File: src/rtl/xbus_tag_sched.sv
// xbus_tag_sched: allocates per-column tags and locks for the PE array X bus,
// then streams K*NUM_ROW source words onto the bus stamped with (x, y) tags.
module xbus_tag_sched #(
  parameter  int unsigned DATA_WIDTH = 16,
  parameter  int unsigned NUM_COL    = 4,
  parameter  int unsigned NUM_ROW    = 2,
  localparam int unsigned TW = ($clog2(NUM_COL) > 1) ? $clog2(NUM_COL) : 1,
  localparam int unsigned RW = ($clog2(NUM_ROW) > 1) ? $clog2(NUM_ROW) : 1
) (
  input  logic                    clk,
  input  logic                    rstn,
  input  logic                    flush,
  input  logic                    start,
  input  logic [7:0]              kernel_size,
  input  logic [DATA_WIDTH-1:0]   in_data,
  input  logic                    in_valid,
  output logic                    in_ready,
  output logic [DATA_WIDTH-1:0]   bus_data,
  output logic [TW-1:0]           bus_x_tag,
  output logic [RW-1:0]           bus_y_tag,
  output logic                    bus_valid,
  input  logic                    bus_ready,
  output logic [NUM_COL*TW-1:0]   tag_out,
  output logic [NUM_COL-1:0]      tag_locks,
  output logic                    busy,
  output logic                    done,
  output logic                    err
);

  localparam int unsigned WLW = $clog2(NUM_COL * NUM_ROW + 1);
  localparam int unsigned AW  = TW + 9;

  typedef enum logic [1:0] {S_IDLE, S_ALLOC, S_STREAM, S_DONE} state_t;

  state_t                      state;
  logic [7:0]                  k_reg;
  logic [TW-1:0]               col_ptr;
  logic [TW-1:0]               mod_cnt;
  logic [TW-1:0]               x_cnt;
  logic [RW-1:0]               y_cnt;
  logic [WLW-1:0]              words_left;
  logic [NUM_COL-1:0][TW-1:0]  tag_mem;

  logic k_legal, lock_c, last_col, mod_wrap, x_wrap, y_wrap, accept, stream_end;

  assign tag_out = tag_mem;

  // Column is locked when its whole group of K columns fits in the array:
  // col_ptr + (K - col_ptr mod K) <= NUM_COL, equivalent to col < K*floor(NUM_COL/K).
  assign k_legal    = (kernel_size != 8'd0) && (32'(kernel_size) <= NUM_COL);
  assign lock_c     = (AW'(col_ptr) + AW'(k_reg) - AW'(mod_cnt)) <= AW'(NUM_COL);
  assign last_col   = (32'(col_ptr) == NUM_COL - 1);
  assign mod_wrap   = (mod_cnt == TW'(k_reg - 8'd1));
  assign x_wrap     = (x_cnt == TW'(k_reg - 8'd1));
  assign y_wrap     = (32'(y_cnt) == NUM_ROW - 1);

  // Source handshake: accept while words remain and the bus slot is free or draining.
  assign in_ready   = (state == S_STREAM) && (words_left != '0) && (!bus_valid || bus_ready);
  assign accept     = in_valid && in_ready;
  assign stream_end = (words_left == '0) && (!bus_valid || bus_ready);

  // Scheduler FSM with registered bus, tag and status outputs.
  always_ff @(posedge clk) begin
    if (!rstn) begin
      state      <= S_IDLE;
      k_reg      <= '0;
      col_ptr    <= '0;
      mod_cnt    <= '0;
      x_cnt      <= '0;
      y_cnt      <= '0;
      words_left <= '0;
      tag_mem    <= '0;
      tag_locks  <= '0;
      bus_data   <= '0;
      bus_x_tag  <= '0;
      bus_y_tag  <= '0;
      bus_valid  <= 1'b0;
      busy       <= 1'b0;
      done       <= 1'b0;
      err        <= 1'b0;
    end else if (flush) begin
      state      <= S_IDLE;
      col_ptr    <= '0;
      mod_cnt    <= '0;
      x_cnt      <= '0;
      y_cnt      <= '0;
      words_left <= '0;
      tag_locks  <= '0;
      bus_valid  <= 1'b0;
      busy       <= 1'b0;
      done       <= 1'b0;
      err        <= 1'b0;
    end else begin
      done <= 1'b0;
      err  <= 1'b0;
      case (state)
        S_IDLE: begin
          if (start) begin
            if (k_legal) begin
              k_reg   <= kernel_size;
              col_ptr <= '0;
              mod_cnt <= '0;
              busy    <= 1'b1;
              state   <= S_ALLOC;
            end else begin
              err <= 1'b1;
            end
          end
        end
        S_ALLOC: begin
          tag_mem[col_ptr]   <= mod_cnt;
          tag_locks[col_ptr] <= lock_c;
          mod_cnt            <= mod_wrap ? '0 : mod_cnt + TW'(1);
          col_ptr            <= col_ptr + TW'(1);
          if (last_col) begin
            x_cnt      <= '0;
            y_cnt      <= '0;
            words_left <= WLW'(k_reg) * WLW'(NUM_ROW);
            state      <= S_STREAM;
          end
        end
        S_STREAM: begin
          if (accept) begin
            bus_data   <= in_data;
            bus_x_tag  <= x_cnt;
            bus_y_tag  <= y_cnt;
            bus_valid  <= 1'b1;
            words_left <= words_left - WLW'(1);
            x_cnt      <= x_wrap ? '0 : x_cnt + TW'(1);
            if (x_wrap) y_cnt <= y_wrap ? '0 : y_cnt + RW'(1);
          end else if (bus_ready) begin
            bus_valid <= 1'b0;
          end
          if (stream_end) begin
            done      <= 1'b1;
            tag_locks <= '0;
            state     <= S_DONE;
          end
        end
        S_DONE: begin
          busy  <= 1'b0;
          state <= S_IDLE;
        end
        default: state <= S_IDLE;
      endcase
    end
  end

endmodule

File: config.mk
export PLATFORM = sky130hd
export DESIGN_NAME = xbus_tag_sched
export DESIGN_NICKNAME = d
export VERILOG_FILES = /design/src/rtl/xbus_tag_sched.sv
export SDC_FILE = /design/constraint.sdc
export NUM_CORES = 1
export LEC_CHECK = 0
export ABC_AREA = 0
export BUFFER_PORTS_ARGS = -buffer_cell sky130_fd_sc_hd__buf_2
export CORE_MARGIN = 5
export CORE_UTILIZATION = 58
export DETAILED_ROUTE_END_ITERATION = 12
export PLACE_DENSITY = 0.86
export SLEW_MARGIN = 20
export SYNTH_ARGS = -nofsm -noshare
export SYNTH_HDL_FRONTEND = slang
export SYNTH_SLANG_ARGS = --single-unit
export TNS_END_PERCENT = 5
File: constraint.sdc
create_clock -name clk -period 5.55 [get_ports clk]
set_clock_uncertainty 0.2 [all_clocks]
set_input_delay 0.555 -clock clk [delete_from_list [all_inputs] [get_ports clk]]
set_output_delay 0.555 -clock clk [all_outputs]
set_load 0.05 [all_outputs]
; Word-level counts from Yosys, hierarchy flattened
; Cells that the tools add are included.
[op_classes]
n_addsub = 8
n_lt_le_gt_ge = 4
n_eq_ne = 12
muxes = 37
bitwise = 5
reduce_logical = 29
[ops]
columns = operator, n
row1 = two-way mux 2 bit, 11
row2 = one-hot mux 4 bit (2 select lines), 2
row3 = two-way mux 4 bit, 3
row4 = inequality test 2 bit (second input constant), 6
row5 = one-hot mux 2 bit (2 select lines), 3
row6 = AND reduction 3 bit, 4
row7 = AND reduction 4 bit, 3
row8 = <= comparator 11 x 3 -> 1 bit (second input constant), 1
row9 = two-way mux 1 bit, 11
row10 = subtractor 9 x 2 -> 10 bit, 1
row11 = adder 2 x 8 -> 9 bit, 1
row12 = bitwise mux 8 bit, 1
row13 = <= comparator 8 x 3 -> 1 bit (second input constant), 1
row14 = one-hot mux 2 bit (4 select lines), 1
row15 = nonzero test 2 bit, 4
row16 = nonzero test 8 bit, 1
row17 = adder 2 x 1 -> 2 bit (second input constant), 3
row18 = == test 2 bit (second input constant), 3
row19 = logical AND 1 bit, 6
row20 = AND reduction 2 bit, 3
row21 = NOT 1 bit, 5
row22 = bitwise mux 4 bit, 1
row23 = demux 2 bit (select 2 bit), 1
row24 = == test 2 bit, 2
row25 = other kinds (16), 17
[word_totals]
reg_bits = 56
input_bits = 30
out_inout_bits = 36
word_cells = 114

; Longest topological paths before layout
; Gate-level depths: netlist of the first run.
[depth]
ltp_word = 6
mapped_depth = 10
depth_no_buf = 10

; Worst setup path after synthesis of the first run
; Ideal clock, no wire load.
[synth_path]
kind = flip-flop to flip-flop
start = register k_reg[1]
end = register tag_locks[0]
setup_time_ps = 87
arrival_time_ps = 2710
required_time_ps = 5263
slack_ps = 2553
path_stages_with_launch = 10
n_path_buf = 0
period_less_slack_ps = 2997
cell_sequence = dfxtp_1 -> inv_1 -> fa_1 -> inv_1 -> fa_1 -> a21o_1 -> a211o_1 -> a2111oi_4 -> o211ai_2 -> o31ai_1
[synth_via]
elab_chain_len = 5
[synth_lines]
columns = item, line_no
row1 = start: declaration, 36  ; logic [7:0] k_reg;
row2 = start signal: assignment, 100  ; k_reg <= kernel_size;
row3 = adder 2 x 8 -> 9 bit, 51  ; assign lock_c = (AW'(col_ptr) + AW'(k_reg) - AW'(mod_cnt)) <= AW'(NUM_COL);
row4 = subtractor 9 x 2 -> 10 bit, 51
row5 = <= comparator 11 x 3 -> 1 bit, 51
row6 = bitwise mux 4 bit, 112  ; tag_locks[col_ptr] <= lock_c;
row7 = one-hot mux 4 bit (2 select lines), 96  ; case (state)
row8 = end signal: indexed assignment, 112
row9 = end: declaration, 24  ; output logic [NUM_COL-1:0] tag_locks,
; No other way between the ends.
; A chain may end at the register's enable or synchronous reset.

; Final worst setup path of the first run
[layout_path]
start = register k_reg[1]
end = register tag_locks[1]
; Same word-level chain as after synthesis.

==> results of run 1 <==
[power by group through the flow]
stage	clock [W]	combinational, W	sequential [W]
global route	0.000255	0.0000287	0.000402
global placement	0	0.0000256	0.000411
detailed placement	0	0.0000259	0.000411
finish	0.000232	0.0000260	0.000402
floorplan	0	0.0000115	0.000413
CTS	0.000238	0.0000259	0.000402
[area by class of cell]
| class | count | share of cell area (%) |
|---|---|---|
| well taps | 70 | 2.523 |
| inverters | 25 | 2.704 |
| clock inverters | 3 | 0.7210 |
| flip-flops and latches | 56 | 32.30 |
| multi-input cells | 266 | 50.40 |
| clock buffers | 5 | 1.983 |
| repair buffers | 65 | 9.373 |
[critical path, delay by kind of cell, from the launching register on]
family | cells | cell delay (ns)
compound gates | 4 | 1.02
fa+ha+maj | 2 | 1.01
buf+inv | 2 | 0.18
flops | 1 | 0.44
mux | 1 | 0.25
[per-layer routing]
metal | vias to the layer above | part of all wire (%) | wire length [um]
li1 | 1349 | - | -
met1 | 1204 | 45 | 2942
met2 | 70 | 48 | 3127
met3 | 4 | 7.1 | 466
met4 | 0 | 0.70 | 46
met5 | - | 0 | 0
[layout by cell type, fill, tap and decap left out, types with 3 or more instances in the layout]
cell type  Yosys  layout
nor2b_1       12      12
xnor2_1        4       4
inv_1         25      25
a211oi_1       4       4
nand3_1       16      16
ha_1          20      20
clkbuf_8       0       5
nand2_1       69      69
a21o_1         3       3
a21oi_1       16      16
nor3b_1        3       3
o31ai_1        4       4
o211ai_1       3       3
a21boi_0      28      28
o21ai_0        6       6
and2_1         5       5
dfxtp_1       56      56
buf_2          3      65
mux2i_1        8       8
nor3_1         6       6
nor2_1        19      18
[how the worst max path moves through the flow]
stage | startpoint | endpoint | slack [ns] | cells past startpoint
2_1_floorplan | k_reg[1] | tag_locks[0] | 2.55 | 9
3_3_place_gp | k_reg[1] | tag_locks[1] | 2.46 | 9
3_5_place_dp | k_reg[1] | tag_locks[3] | 2.42 | 9
4_1_cts | k_reg[1] | tag_locks[1] | 2.39 | 9
5_1_grt | k_reg[1] | tag_locks[1] | 2.15 | 9
6_report | k_reg[1] | tag_locks[1] | 2.37 | 9
[logic make-up after synthesis]
group	count (synthesis)
compound gates	83
xor+xnor	4
fa+ha+maj	22
buf+inv	38
flops	56
mux	8
simple gates	149
[stage by stage]
step                      hold slack (ns)  power [W]  std cells  area, um^2
after floorplan                    0.2450  0.0004241        360        3022
after global placement             0.2472  0.0004370        482        3374
after detailed placement           0.2540  0.0004373        482        3374
after CTS                          0.2635  0.0006662        490        3468
after global routing               0.2668  0.0006861        490        3471
final                              0.2657  0.0006605        490        3471
==> run metrics, run 1 <==
setup repair bufs after CTS=0; first-pass GRT wire length=11170 um; crit path time final=3.178 ns; outcome=completed; compound-gate portion of the synthesized area=20.54%; multiplexer share of the synthesized area=2.650%; share of power burned in registers=between 60% and 70%; reg-to-reg startpoint=k_reg[1]; RSZ-0062 raised after global routing=no; EDFF count, synth=0; Most Crowded Layer GR=met2; Mapped Area=3022 um^2; Final HPWL DP=about 5100 um; hold_sp=bus_data[13]; setup TNS=0 ns; CTS tree=built; clock sink count=56; die height=82.18 um; share of cells above drive strength 1=20.00%; num rows=26; CTS root buffer=clkbuf_8; Synthesized Nets=between 400 and 500; CP arrival=3.21 ns; initial antenna violation count=0; final hold vios=0; vias in the first global route=roughly 2600; I/O pin count=66; PortBufs=65; period utilization=between 50% and 60%; final wirelength=6583 um; utilization after layout=68.39%; Max Cap Viol=0; Placer Congestion=0.7864; Cell variety after synth=54; setup ws final=about 2.4 ns; area leader, netlist=dfxtp_1; sequential element share of the synthesized area=37.10%; R2R cell count=9; Post-route DRC=0; area grow syn2layout=14.87%; Setup WS pre-CTS=2.416 ns; Iter 0 DRT Violations=82; sw power=between 0.00015 and 0.0002 W; Main synth FF type=dfxtp_1; Layout Nets=between 400 and 500; Critical Path RT=5.59 ns; max-slew violations=0; CTS H-Tree Depth=2; largest cells by area after synthesis=dfxtp_1 37%, nand2_1 8.6%, ha_1 8.3%; synth warn=0; Simple-Gate Fraction of Synth Area=23.85%; Worst Hold End=bus_data[13]; Layout fillers=roughly 420; antenna-violating nets left=0; met1 GRT Util=about a quarter; worst hold-check path type=register to register; clock transition at the registers of the reported paths=0.11 ns; CP peak stage delay=0.53 ns; Max Fclk=approximately 310 MHz; share of the synthesized area in the top cell type=37.10%; worst skew pair latency=0.32 ns; flip-flop count of the largest register after layout=16; cts bufs inserted=5; Adder-Cell Fraction of Synth Area=9.607%; Slowest-stage cell, CP=fa_1; Initial Util=just under 60%; met2 usage=a little over a third; worst rel slew slack=50.50%; Post-Synth XOR/XNOR Area=1.159%; Pint=0.0005068 W; total area of sequential cells=1121 um^2; measured slew at the worst slew-check pin=between 0.7 and 0.8 ns; GRT Total Usage=20.72%; grt total ovfl=0; worst r2r dst=tag_locks[1]; Clk pwr share=35.2%; Worst setup EP type=register; leakage=1.356 nW; Hold Buf Count CTS=0; CP Cell Sequence=inv_1 -> fa_1 -> inv_1 -> fa_1 -> a211o_1 -> o211ai_1 -> mux2i_1 -> o211ai_1 -> o31ai_1; Reg2Reg Setup Slack=2.37 ns; Die W=82.18 um; synth cell count leaders=69 x nand2_1, 56 x dfxtp_1, 28 x a21boi_0; Vias/cell=5.361; wire per inst=13.43 um; GR Util met3=6.725%; hold depth=2; TritonRoute pass-1 iters=4; Core ar.=5075 um^2; Vias=2627; Syn Inst Count=360; maximum VDD drop=around 0.16 mV; critical path class=register to register; post-cts sizing count=0; final setup fails=0; flop and latch count out of synthesis=56; die area=around 6800 um^2; clock tree buffer depth=2; Pwr Density=190.3 nW/um^2; startpoint types=register; worst-path fanout max=5; Logic pwr share=3.9%; main combinational cell family by area after synthesis=simple AND/OR/NAND/NOR gates; average size of a mapped cell=8.393 um^2; asr flop ratio synth=0%; # diodes=0; multi-input gate area in the final layout=1749 um^2; Net Sw Frac=23.27%; largest net degree at the start of global routing=33; top-count cell post-synth=nand2_1
(Power assumes the default switching activity.)
==> run 2: changes to the inputs <==
Settings changed: CORE_UTILIZATION 58 to 54, PLACE_DENSITY 0.86 to 0.81.
Clock period 5.55 ns to 3 ns, I/O delays scaled along.
==> run metrics, run 2 (synthesized netlist as in run 1, its figures left out) <==
Vias=2666; max-slew violations=0; PortBufs=65; Iter 0 DRT Violations=84; M1 WL=roughly 3100 um; R2R cell count=10; critical path class=register to register; Core ar.=about 5500 um^2; initial antenna violation count=0; Worst setup EP type=register; setup ws final=~0.13 ns; Final HPWL DP=5261 um; area grow syn2layout=19.54%; measured slew at the worst slew-check pin=0.7178 ns; Post-route DRC=0; Layout Nets=approximately 480; num rows=27; flip-flop count of the largest register after layout=16; CTS tree=built; largest net degree at the start of global routing=33; period utilization=95.79%; Reg2Reg Setup Slack=0.13 ns; Pwr Density=376.0 nW/um^2; die height=~85 um; hold_ws=0.02792 ns; total power=0.001358 W; Setup WS pre-CTS=-0.06313 ns; Max Cap Viol=0; hold_sp=in_data[3]; leakage=1.438 nW; RSZ-0062 raised after global routing=no; setup TNS=0 ns; commonest non-fill, non-tap cells in the layout=69 x nand2_1, 65 x buf_2, 53 x dfxtp_1; final setup fails=0; worst skew pair latency=0.30 ns; first-pass GRT wire length=11670 um; placed inst area=3452 um^2; TritonRoute pass-1 iters=4; WL met2=3258 um; post-layout instance area=3612 um^2; hold depth=3; CP arrival=2.89 ns; maximum VDD drop=0.3596 mV; Initial Util=55.21%; outcome=completed; final hold vios=0; Layout fillers=490; Hold Buf Count CTS=0; final wirelength=6857 um; antenna-violating nets left=0; Max Fclk=348.0 MHz; die area=7192 um^2; vias in the first global route=2658; Critical Path RT=3.01 ns; cts bufs inserted=5; crit path time final=2.874 ns; CTS H-Tree Depth=2; # diodes=0; share of cells above drive strength 1=24.07%; worst-path fanout max=4; worst rel slew slack=between 50 and 60%; startpoint types=register; GRT Total Usage=19.29%; clock transition at the registers of the reported paths=0.10 ns; commonest non-fill, non-tap cell in the layout=nand2_1; clock sink count=56; Max Used Layer=met4; reg-to-reg startpoint=col_ptr[0]; grt total ovfl=0; Placer Congestion=0.8290; Worst Hold End=bus_data[3]; Vias/cell=5.290; wire per inst=13.61 um; Die W=84.81 um; met3 wire length=between 400 and 500 um; I/O pin count=66; worst hold-check path type=input pin to register; clock tree buffer depth=2; worst r2r dst=tag_locks[0]; CTS root buffer=clkbuf_8
==> run 2: worst max-delay path, stage by stage (launching register included) <==
cell,delay [ns]
dfxtp_2,0.36
inv_2,0.06
ha_1,0.28
inv_1,0.05
ha_2,0.18
fa_2,0.41
a21o_1,0.19
a211o_1,0.29
a2111oi_4,0.36
o211ai_2,0.17
o31ai_1,0.23
==> run 2: metal layers <==
layer	GRT usage, %	up-vias
li1	-	1369
met1	23.61	1215
met2	32.95	72
met3	6.084	10
met4	4.604	0
met5	0	-
==> run 2: how the worst max path moves through the flow <==
stage	start	end	slack [ns]	depth (start not counted)
2_1_floorplan	k_reg[1]	tag_locks[0]	0.003	9
3_3_place_gp	k_reg[1]	tag_locks[2]	0.03	9
3_5_place_dp	k_reg[1]	tag_locks[0]	-0.06	9
4_1_cts	col_ptr[0]	tag_locks[0]	0.03	10
5_1_grt	col_ptr[1]	tag_locks[1]	0.008	9
6_report	col_ptr[0]	tag_locks[0]	0.13	10
==> run 2: area by class of cell <==
cell class	instances	area (um^2)	area share (%)
Inverter	25	93.84	2.598
Clock buffer	5	68.82	1.905
Multi-Input combinational cell	266	1752	48.49
Tap cell	72	90.09	2.494
Sequential cell	56	1125	31.14
Clock inverter	2	60.06	1.663
Timing Repair Buffer	78	422.9	11.71
==> run 2: through the flow <==
| stage | instances | utilization [%] |
|---|---|---|
| after detailed placement | 494 | 63.08 |
| after global routing | 504 | 66.00 |
| after global placement | 494 | 63.08 |
| after floorplan | 360 | - |
| after CTS | 502 | 65.64 |
| final | 504 | 66.00 |
==> run 2: power breakdown <==
| group | internal [W] | switching [W] |
|---|---|---|
| clock | 0.000329 | 0.000236 |
| sequential | 0.000743 | 0.000000258 |
| combinational | 0.0000243 | 0.0000257 |
==> run 2: timing repair <==
item                       in CTS  in global routing
setup endpoints to repair       4                  4
resized for setup               3                  6
buffers inserted                1                  2
pin swaps                       4                  6
cloned                          0                  0
==> run 3: changes to the inputs <==
Settings changed: BUFFER_PORTS_ARGS -buffer_cell sky130_fd_sc_hd__buf_2 to -buffer_cell sky130_fd_sc_hd__buf_4.
==> run metrics, run 3 (synthesized netlist as in run 1, its figures left out) <==
reg-to-reg startpoint=col_ptr[1]; measured slew at the worst slew-check pin=0.7676 ns; Max Cap Viol=0; Setup WS pre-CTS=-0.06360 ns; wire per inst=13.59 um; first-pass GRT wire length=11590 um; Final HPWL DP=between 5000 and 6000 um; crit-path leading delay family=compound AO/OA/AOI/OAI gates; Post-route DRC=0; GRT Total Usage=19.27%; final setup fails=0; commonest non-fill, non-tap cells in the layout=78 x buf_4, 69 x nand2_1, 53 x dfxtp_1; CTS root buffer=clkbuf_8; flip-flop count of the largest register after layout=16; Pwr Density=331.0 nW/um^2; Max Fclk=348.3 MHz; crit path time final=~2.9 ns; post-layout instance area=between 3000 and 4000 um^2; Core ar.=~5500 um^2; largest net degree at the start of global routing=33; Slowest-stage cell, CP=fa_1; CP peak stage delay=0.52 ns; die area=7192 um^2; CTS tree=built; TritonRoute pass-1 iters=4; Worst Setup EP=tag_locks[0]; setup ws final=about 0.13 ns; CP arrival=2.91 ns; Reg2Reg Setup Slack=0.13 ns; Layout Nets=484; outcome=completed; final wirelength=slightly below 7000 um; crit path from=col_ptr[1]; die height=between 80 and 90 um; Buf/Inv on CP=2; Placer Congestion=0.8592; startpoint types=register; Vias/cell=5.313; RSZ-0062 raised after global routing=yes; area grow syn2layout=23.69%; utilization after layout=68.29%; worst rel slew slack=48.72%; num rows=27; cts bufs inserted=5; Die W=84.81 um; critical path class=register to register; Top cell by count, worst path=inv_2; vias in the first global route=2583; max-slew violations=0; I/O pin count=66; placed inst area=3615 um^2; grt total ovfl=0; R2R cell count=9; Worst setup EP type=register; antenna-violating nets left=0; CP Cell Sequence=inv_2 -> fa_1 -> inv_2 -> fa_2 -> a21o_1 -> a211o_1 -> a2111oi_4 -> o211ai_2 -> o31ai_1; final hold vios=0; leakage=1.443 nW; worst skew pair latency=0.31 ns; maximum VDD drop=between 0.2 and 0.3 mV; Layout fillers=476; # diodes=0; worst hold-check path type=input pin to register; clock transition at the registers of the reported paths=0.10 ns; PortBufs=65; total power=0.001237 W; commonest non-fill, non-tap cell in the layout=buf_4; WP depth=9; Initial Util=55.21%; worst-path fanout max=4; initial antenna violation count=0; Critical Path RT=between 3 and 4 ns; period utilization=a little over nine tenths; Vias=2683; worst r2r dst=tag_locks[0]; Iter 0 DRT Violations=107; clock sink count=56; share of cells above drive strength 1=23.56%; CTS H-Tree Depth=2; clock tree buffer depth=2
-- run 3: worst min path at each step --
stage | start | end | cells past startpoint
2_1_floorplan | in_data[10] | bus_data[10] | 2
3_3_place_gp | bus_data[0] | bus_data[0] | 2
3_5_place_dp | bus_data[8] | bus_data[8] | 2
4_1_cts | in_data[4] | bus_data[4] | 3
5_1_grt | in_data[15] | bus_data[15] | 3
6_report | in_data[4] | bus_data[4] | 3
-- run 3: tightest hold or removal path: stages --
cell and delay, ns:
buf_4 0.11, nand2_1 0.04, a21boi_0 0.06
-- run 3: what timing repair did --
item                       4_1_cts  5_1_grt
setup endpoints to repair        4        4
gates cloned                     0        0
pin swaps                        4        8
buffers inserted                 1        2
gates resized for setup          2        5
hold buffers                     0        0
-- run 3: where the power goes --
part	internal (W)	total (W)	switching (W)
Clock	0.000188	0.000433	0.000245
Combinational	0.0000351	0.0000602	0.0000251
Sequential	0.000743	0.000744	0.000000284
Total	0.000967	0.00124	0.000270
-- run 3: metal layers --
layer	wire length (um)	up-vias	part of all wire, %	global-route usage [%]
met3	470	6	6.9	6.968
met4	53	0	0.77	4.173
met5	0	-	0	0
met1	3098	1235	45	24.15
met2	3238	66	47	31.81
li1	-	1376	-	-
-- run 3: metrics by stage --
stage / TNS (ns) / hold WS, ns / cells
after floorplan: 0 / 0.2449 / 360
after global placement: 0 / 0.2497 / 494
after detailed placement: -0.2005 / 0.2563 / 494
after CTS: 0 / 0.02917 / 503
after global routing: -0.02770 / 0.02992 / 505
final: 0 / 0.03087 / 505
-- run 3: cell type report --
class                           instances  area [um^2]  share of cell area [%]
Clock buffer                            7        86.33                   2.310
Tap cell                               72        90.09                   2.410
Multi-Input combinational cell        266         1749                   46.80
Sequential cell                        56         1125                   30.10
Inverter                               25        93.84                   2.511
Clock inverter                          1        7.507                  0.2009
Timing Repair Buffer                   78        585.6                   15.67
